### src/rtl/rhythm_pkg.sv
// Shared types for the rhythm-game note path: lane count, the 4-bit row
// type, the spawner state encoding and a small popcount helper.
package rhythm_pkg;

  localparam int LANES = 4;

  typedef logic [LANES-1:0] row_t;

  typedef enum logic [2:0] {
    ST_IDLE    = 3'd0,
    ST_COUNTIN = 3'd1,
    ST_PLAY    = 3'd2,
    ST_DRAIN   = 3'd3,
    ST_DONE    = 3'd4
  } state_t;

  // Number of lanes set in a row (0..4).
  function automatic logic [2:0] popcount(input row_t row);
    logic [2:0] n;
    n = 3'd0;
    for (int i = 0; i < LANES; i++) begin
      n = n + {2'b00, row[i]};
    end
    return n;
  endfunction

endpackage

### src/rtl/note_field.sv
// Scrolling note field: P_ROWS rows of 4 lanes. Row 0 (bits [3:0]) is the
// spawn row, row P_ROWS-1 is the hit line. A shift pushes every row one
// step toward the hit line, drops the old bottom row and loads new_row.
module note_field
  import rhythm_pkg::*;
#(
  parameter int P_ROWS = 8
) (
  input  logic                  clk,
  input  logic                  rst,
  input  logic                  clr,
  input  logic                  shift,
  input  row_t                  new_row,
  output logic [4*P_ROWS-1:0]   field
);

  // Field register: reset/clear wins over shift; holds when not shifting.
  always_ff @(posedge clk) begin
    if (rst || clr) begin
      field <= '0;
    end else if (shift) begin
      field <= {field[4*(P_ROWS-1)-1:0], new_row};
    end
  end

endmodule

### src/rtl/note_spawner.sv
// Note spawner for a 4-lane rhythm game. On each beat in PLAY, the LFSR
// word decides whether a row spawns (low nibble < density) and which lanes
// it holds (high nibble, or a one-hot of bits [1:0] when the high nibble is
// zero). Rows scroll through note_field; the bottom row feeds the hit judge.
//
// Optional build macro: NOTE_SPAWNER_MAX2_EN -- when defined, a spawned row
// keeps only its two lowest-index lanes so no row asks for more than two
// simultaneous hits.
//
// Handshake: i_Beat and i_Start are single-cycle strobes with no back
// pressure. i_Start is honoured only in IDLE/DONE and then beats the beat
// in the same cycle; o_Spawn is a one-cycle pulse the cycle after the beat.
// o_State exposes the FSM state for observation.
module note_spawner
  import rhythm_pkg::*;
#(
  parameter int P_ROWS       = 8,
  parameter int P_COUNTIN    = 4,
  parameter int P_SONG_BEATS = 64
) (
  input  logic                  i_Clk,
  input  logic                  i_Rst,
  input  logic [7:0]            i_Rand,
  input  logic                  i_Beat,
  input  logic                  i_Start,
  input  logic [3:0]            i_Density,
  output logic [4*P_ROWS-1:0]   o_Field,
  output logic [3:0]            o_HitRow,
  output logic                  o_Spawn,
  output logic [15:0]           o_NoteCnt,
  output logic                  o_Busy,
  output logic                  o_Done,
  output logic [2:0]            o_State
);

  localparam logic [15:0] L_COUNTIN = 16'(P_COUNTIN);
  localparam logic [15:0] L_SONG    = 16'(P_SONG_BEATS);
  localparam logic [15:0] L_DRAIN   = 16'(P_ROWS);

  state_t      state;
  logic [15:0] beat_cnt;

  logic        start_ok;
  logic        shift_en;
  logic [15:0] cnt_next;
  logic [15:0] limit;
  logic        last_beat;
  logic        spawn_hit;
  row_t        raw_row;
  row_t        cand_row;
  row_t        new_row;
  logic [16:0] cnt_sum;

  // Beat/start qualification and end-of-phase detection.
  always_comb begin
    start_ok = i_Start && ((state == ST_IDLE) || (state == ST_DONE));
    shift_en = i_Beat && ((state == ST_COUNTIN) || (state == ST_PLAY) ||
                          (state == ST_DRAIN));
    cnt_next = beat_cnt + 16'd1;
    limit    = L_COUNTIN;
    case (state)
      ST_COUNTIN: limit = L_COUNTIN;
      ST_PLAY:    limit = L_SONG;
      ST_DRAIN:   limit = L_DRAIN;
      default:    limit = L_COUNTIN;
    endcase
    last_beat = shift_en && (cnt_next == limit);
  end

  // Spawn row selection; only PLAY inserts anything other than an empty row.
  always_comb begin
    spawn_hit = (i_Rand[3:0] < i_Density);
    if (i_Rand[7:4] == 4'd0) begin
      raw_row = row_t'(4'b0001 << i_Rand[1:0]);
    end else begin
      raw_row = i_Rand[7:4];
    end
`ifdef NOTE_SPAWNER_MAX2_EN
    begin
      row_t low1;
      row_t rest;
      row_t low2;
      low1     = raw_row & (~raw_row + 4'd1);
      rest     = raw_row & ~low1;
      low2     = rest & (~rest + 4'd1);
      cand_row = low1 | low2;
    end
`else
    cand_row = raw_row;
`endif
    new_row = ((state == ST_PLAY) && spawn_hit) ? cand_row : 4'd0;
    cnt_sum = {1'b0, o_NoteCnt} + {14'd0, popcount(new_row)};
  end

  // FSM, beat counter and registered status outputs.
  always_ff @(posedge i_Clk) begin
    if (i_Rst) begin
      state     <= ST_IDLE;
      beat_cnt  <= 16'd0;
      o_Spawn   <= 1'b0;
      o_NoteCnt <= 16'd0;
      o_Busy    <= 1'b0;
      o_Done    <= 1'b0;
    end else begin
      o_Spawn <= shift_en && (new_row != 4'd0);
      if (start_ok) begin
        state     <= ST_COUNTIN;
        beat_cnt  <= 16'd0;
        o_NoteCnt <= 16'd0;
        o_Busy    <= 1'b1;
        o_Done    <= 1'b0;
      end else if (shift_en) begin
        o_NoteCnt <= cnt_sum[16] ? 16'hFFFF : cnt_sum[15:0];
        if (last_beat) begin
          beat_cnt <= 16'd0;
          case (state)
            ST_COUNTIN: state <= ST_PLAY;
            ST_PLAY:    state <= ST_DRAIN;
            ST_DRAIN: begin
              state  <= ST_DONE;
              o_Busy <= 1'b0;
              o_Done <= 1'b1;
            end
            default:    state <= ST_IDLE;
          endcase
        end else begin
          beat_cnt <= cnt_next;
        end
      end
    end
  end

  note_field #(.P_ROWS(P_ROWS)) u_field (
    .clk     (i_Clk),
    .rst     (i_Rst),
    .clr     (start_ok),
    .shift   (shift_en),
    .new_row (new_row),
    .field   (o_Field)
  );

  assign o_HitRow = o_Field[4*P_ROWS-1 -: 4];
  assign o_State  = state;

endmodule

### config.mk
export PLATFORM = sky130hd
export DESIGN_NAME = note_spawner
export DESIGN_NICKNAME = d
export VERILOG_FILES = /design/src/rtl/rhythm_pkg.sv /design/src/rtl/note_field.sv /design/src/rtl/note_spawner.sv
export SDC_FILE = /design/constraint.sdc
export NUM_CORES = 1
export LEC_CHECK = 0
export ABC_AREA = 0
export BUFFER_PORTS_ARGS = -buffer_cell sky130_fd_sc_hd__buf_2
export CORE_MARGIN = 2
export CORE_UTILIZATION = 40
export DETAILED_ROUTE_END_ITERATION = 10
export PLACE_DENSITY = 0.72
export SETUP_SLACK_MARGIN = 0.5
export SLEW_MARGIN = 30
export SYNTH_ARGS = -nofsm -noshare
export SYNTH_HDL_FRONTEND = slang
export SYNTH_SLANG_ARGS = --single-unit
### constraint.sdc
create_clock -name i_Clk -period 5.1 [get_ports i_Clk]
set_clock_uncertainty 0.2 [all_clocks]
set_input_delay 0.51 -clock i_Clk [delete_from_list [all_inputs] [get_ports i_Clk]]
set_output_delay 0.51 -clock i_Clk [all_outputs]
set_load 0.01 [all_outputs]
==> flow_summary.ini <==
[setup_path]
path_cells = buf_2, ha_1, a21o_1, a21oi_1, o21ai_1, nor2_1, xor2_1, ha_1, inv_1, fa_1, inv_1, fa_1, nand3_1, or4_1, o21a_1, nor2_1
end_kind = register
path_class = primary input to register
timing.critical_path.fanout_max = 11
crit_arrival_ns = 3.98
crit_path_max_incr_delay_ns = 0.76
cp_slowest_cell = or4_1
cp-start-kind = primary input
crit_required_ns = 5.18

[floorplanning]
die_y_um = 95.8
core_sq_um = 8180
fp.dieArea_sq_um = 9170
placementRows = 33
ios = 74
die_w_um = 95.8
start_util_pct = 41.2

[pwr]
power.leakage_nw = 1.61
powerDensity_nw_per_um2 = 260
ir_drop_mv = 0.142

[timing]
hold_viol_final = 0
finalCritPeriodShare_pct = 76.5
setup_violations = 0
holdWs_ns = 0.166
final.setup.tns_ns = 0
rsz0062_at_grt = no
max_freq_mhz = 256
slew_headroom_pct = 55.0
finalMaxSlewViolations = 0
worst_pin_slew_ns = 0.676
fin_crit_ns = 3.90

[synthesis]
synth-edff-count = 0
synth_nets = 448
synthFlopType = dfxtp_1
yosys_register_bits = 70
async_flop_share_pct = 0
synth_area_sq_um = 3370
synthDistinctLibCells = 47
yosys_warnings = 0
syn-instance-count = 423
avgSynthCellArea_sq_um = 7.97
yosysSeqAreaShare_pct = 41.6

[layout]
final_area_sq_um = 3930
finish.utilization_pct = 48.1
layout-drive-gt1-share_pct = 20.7
fin_nets = 504
multiInputGateArea_sq_um = 1770
syn_to_final_growth_pct = 16.6
layout_common_cells = 78 x nand2_1, 73 x buf_2, 70 x dfxtp_1
nFillCells = 809
ff_latch_area_sq_um = 1400
diodes = 0
final_common_cell = nand2_1

[global_route]
overflow = 0
antenna_found_initial = 0
grt_first_pass_wirelength_mm = 12.8
grt_pass1_vias = 2852
grt_max_degree = 64
grt_usage_pct = 17.5

[routing]
dr.first_iter.drc_count = 144
wl_mm = 7.57
postRouteAntennaNets = 0
drc = 0
wire_per_inst_um = 12.9
firstDrtPassIters = 4
via_per_inst = 5.24
num_vias = 3085

[clock_tree]
post_cts_buffers = 0
cts_max_level = 3
cts_made_buffers = 9
clock_path_buffers = 2
cts_tree = yes
clkLatencyLatePin_ns = 0.34
ctsResizeCount = 0
clkTransAtPathRegs_ns = 0.08
cts_root_buffer = clkbuf_8
clock_sinks = 70
postCtsHoldBufs = 0

[hold_path]
min_path_type = primary input to register

[place]
dp_hpwl_mm = 5.15
gp_congestion = 0.830
io_buffers = 73
placed_area_sq_um = 3740

[job]
cap_violations = 0

[outcome]
status = complete, no violations
==> kinds of logic after synthesis <==
group,count (synthesis),synth area share [%]
AND/OR/NAND/NOR,179,25.1
adder cells (fa/ha/maj),9,3.79
multiplexers,1,0.297
AO/OA/AOI/OAI,93,16.7
buffers and inverters,45,5.83
XOR/XNOR,26,6.76
flip-flops,70,41.6
==> cell usage after synthesis (all sizes together) (2+ instances only) <==
| cell | count | area (sq um) |
|---|---|---|
| a21o | 2 | 15.0 |
| nor2b | 3 | 18.8 |
| nand3 | 16 | 80.1 |
| nor4 | 5 | 31.3 |
| inv | 14 | 52.6 |
| or4 | 3 | 26.3 |
| clkbuf | 21 | 78.8 |
| o221a | 2 | 22.5 |
| xnor2 | 10 | 87.6 |
| nor3 | 15 | 75.1 |
| nand2 | 78 | 293 |
| dfxtp | 70 | 1400 |
| a31oi | 4 | 25.0 |
| nor2 | 31 | 124 |
| or3 | 4 | 25.0 |
| o21ai | 11 | 55.1 |
| or2 | 2 | 12.5 |
| and3 | 6 | 37.5 |
| a21oi | 53 | 265 |
| xor2 | 16 | 140 |
| a211o | 3 | 26.3 |
| o21a | 6 | 45.0 |
| ha | 7 | 87.6 |
| nand4 | 10 | 77.6 |
| o211a | 2 | 20.0 |
| buf | 10 | 65.1 |
| nor3b | 3 | 22.5 |
| fa | 2 | 40.0 |
==> final timing paths <==
check / startpoint / end / slack, ns / depth (start not counted)
max: i_Rand[1] / o_NoteCnt[2] / 1.20 / 16
min: i_Rst / o_State[0] / 0.17 / 2
max reg2reg: o_State[1] / o_NoteCnt[2] / 1.21 / 14
min reg2reg: u_field.field[28] / u_field.field[28] / 0.26 / 2
==> sequential cells by signal, indices dropped and copies added (netlist names) <==
register / count
beat_cnt: 16
o_Busy: 1
o_Done: 1
o_NoteCnt: 16
o_Spawn: 1
o_State: 3
u_field.field: 32
==> report_power, final <==
part / internal (mW) / total, mW / switching, mW
clock: 0.186 / 0.422 / 0.236
sequential: 0.548 / 0.552 / 0.00380
combinational: 0.0151 / 0.0493 / 0.0342
==> metrics by stage <==
stage	total power, mW	worst slack, ns	cells
after floorplan	0.597	1.40	423
after CTS	1.04	1.22	589
after global placement	0.613	1.03	573
after detailed placement	0.614	0.856	573
final	1.02	1.20	589
after global routing	1.07	0.827	589
==> layout make-up <==
| cell class | instances | share of cell area, % |
|---|---|---|
| clock buffers | 9 | 3.15 |
| well taps | 105 | 3.34 |
| clock inverters | 7 | 1.56 |
| repair buffers | 76 | 9.87 |
| inverters | 14 | 1.34 |
| multi-input cells | 308 | 45.1 |
| flip-flops and latches | 70 | 35.7 |
==> per-layer routing <==
layer	routed length [um]	global-route usage, %	vias up	share of wire (%)
met5	0	0	-	0
met4	40	5.24	0	0.53
met1	3600	22.3	1409	48
met3	523	4.78	6	6.9
met2	3410	28.8	109	45
li1	-	-	1561	-
==> worst max-delay path: cells and delay by family <==
kind | cells | cell delay (ns)
adder cells (fa/ha/maj) | 4 | 1.15
XOR/XNOR | 1 | 0.18
AND/OR/NAND/NOR | 4 | 1.16
AO/OA/AOI/OAI | 4 | 0.72
buffers and inverters | 3 | 0.25
(Power assumes the default switching activity.)
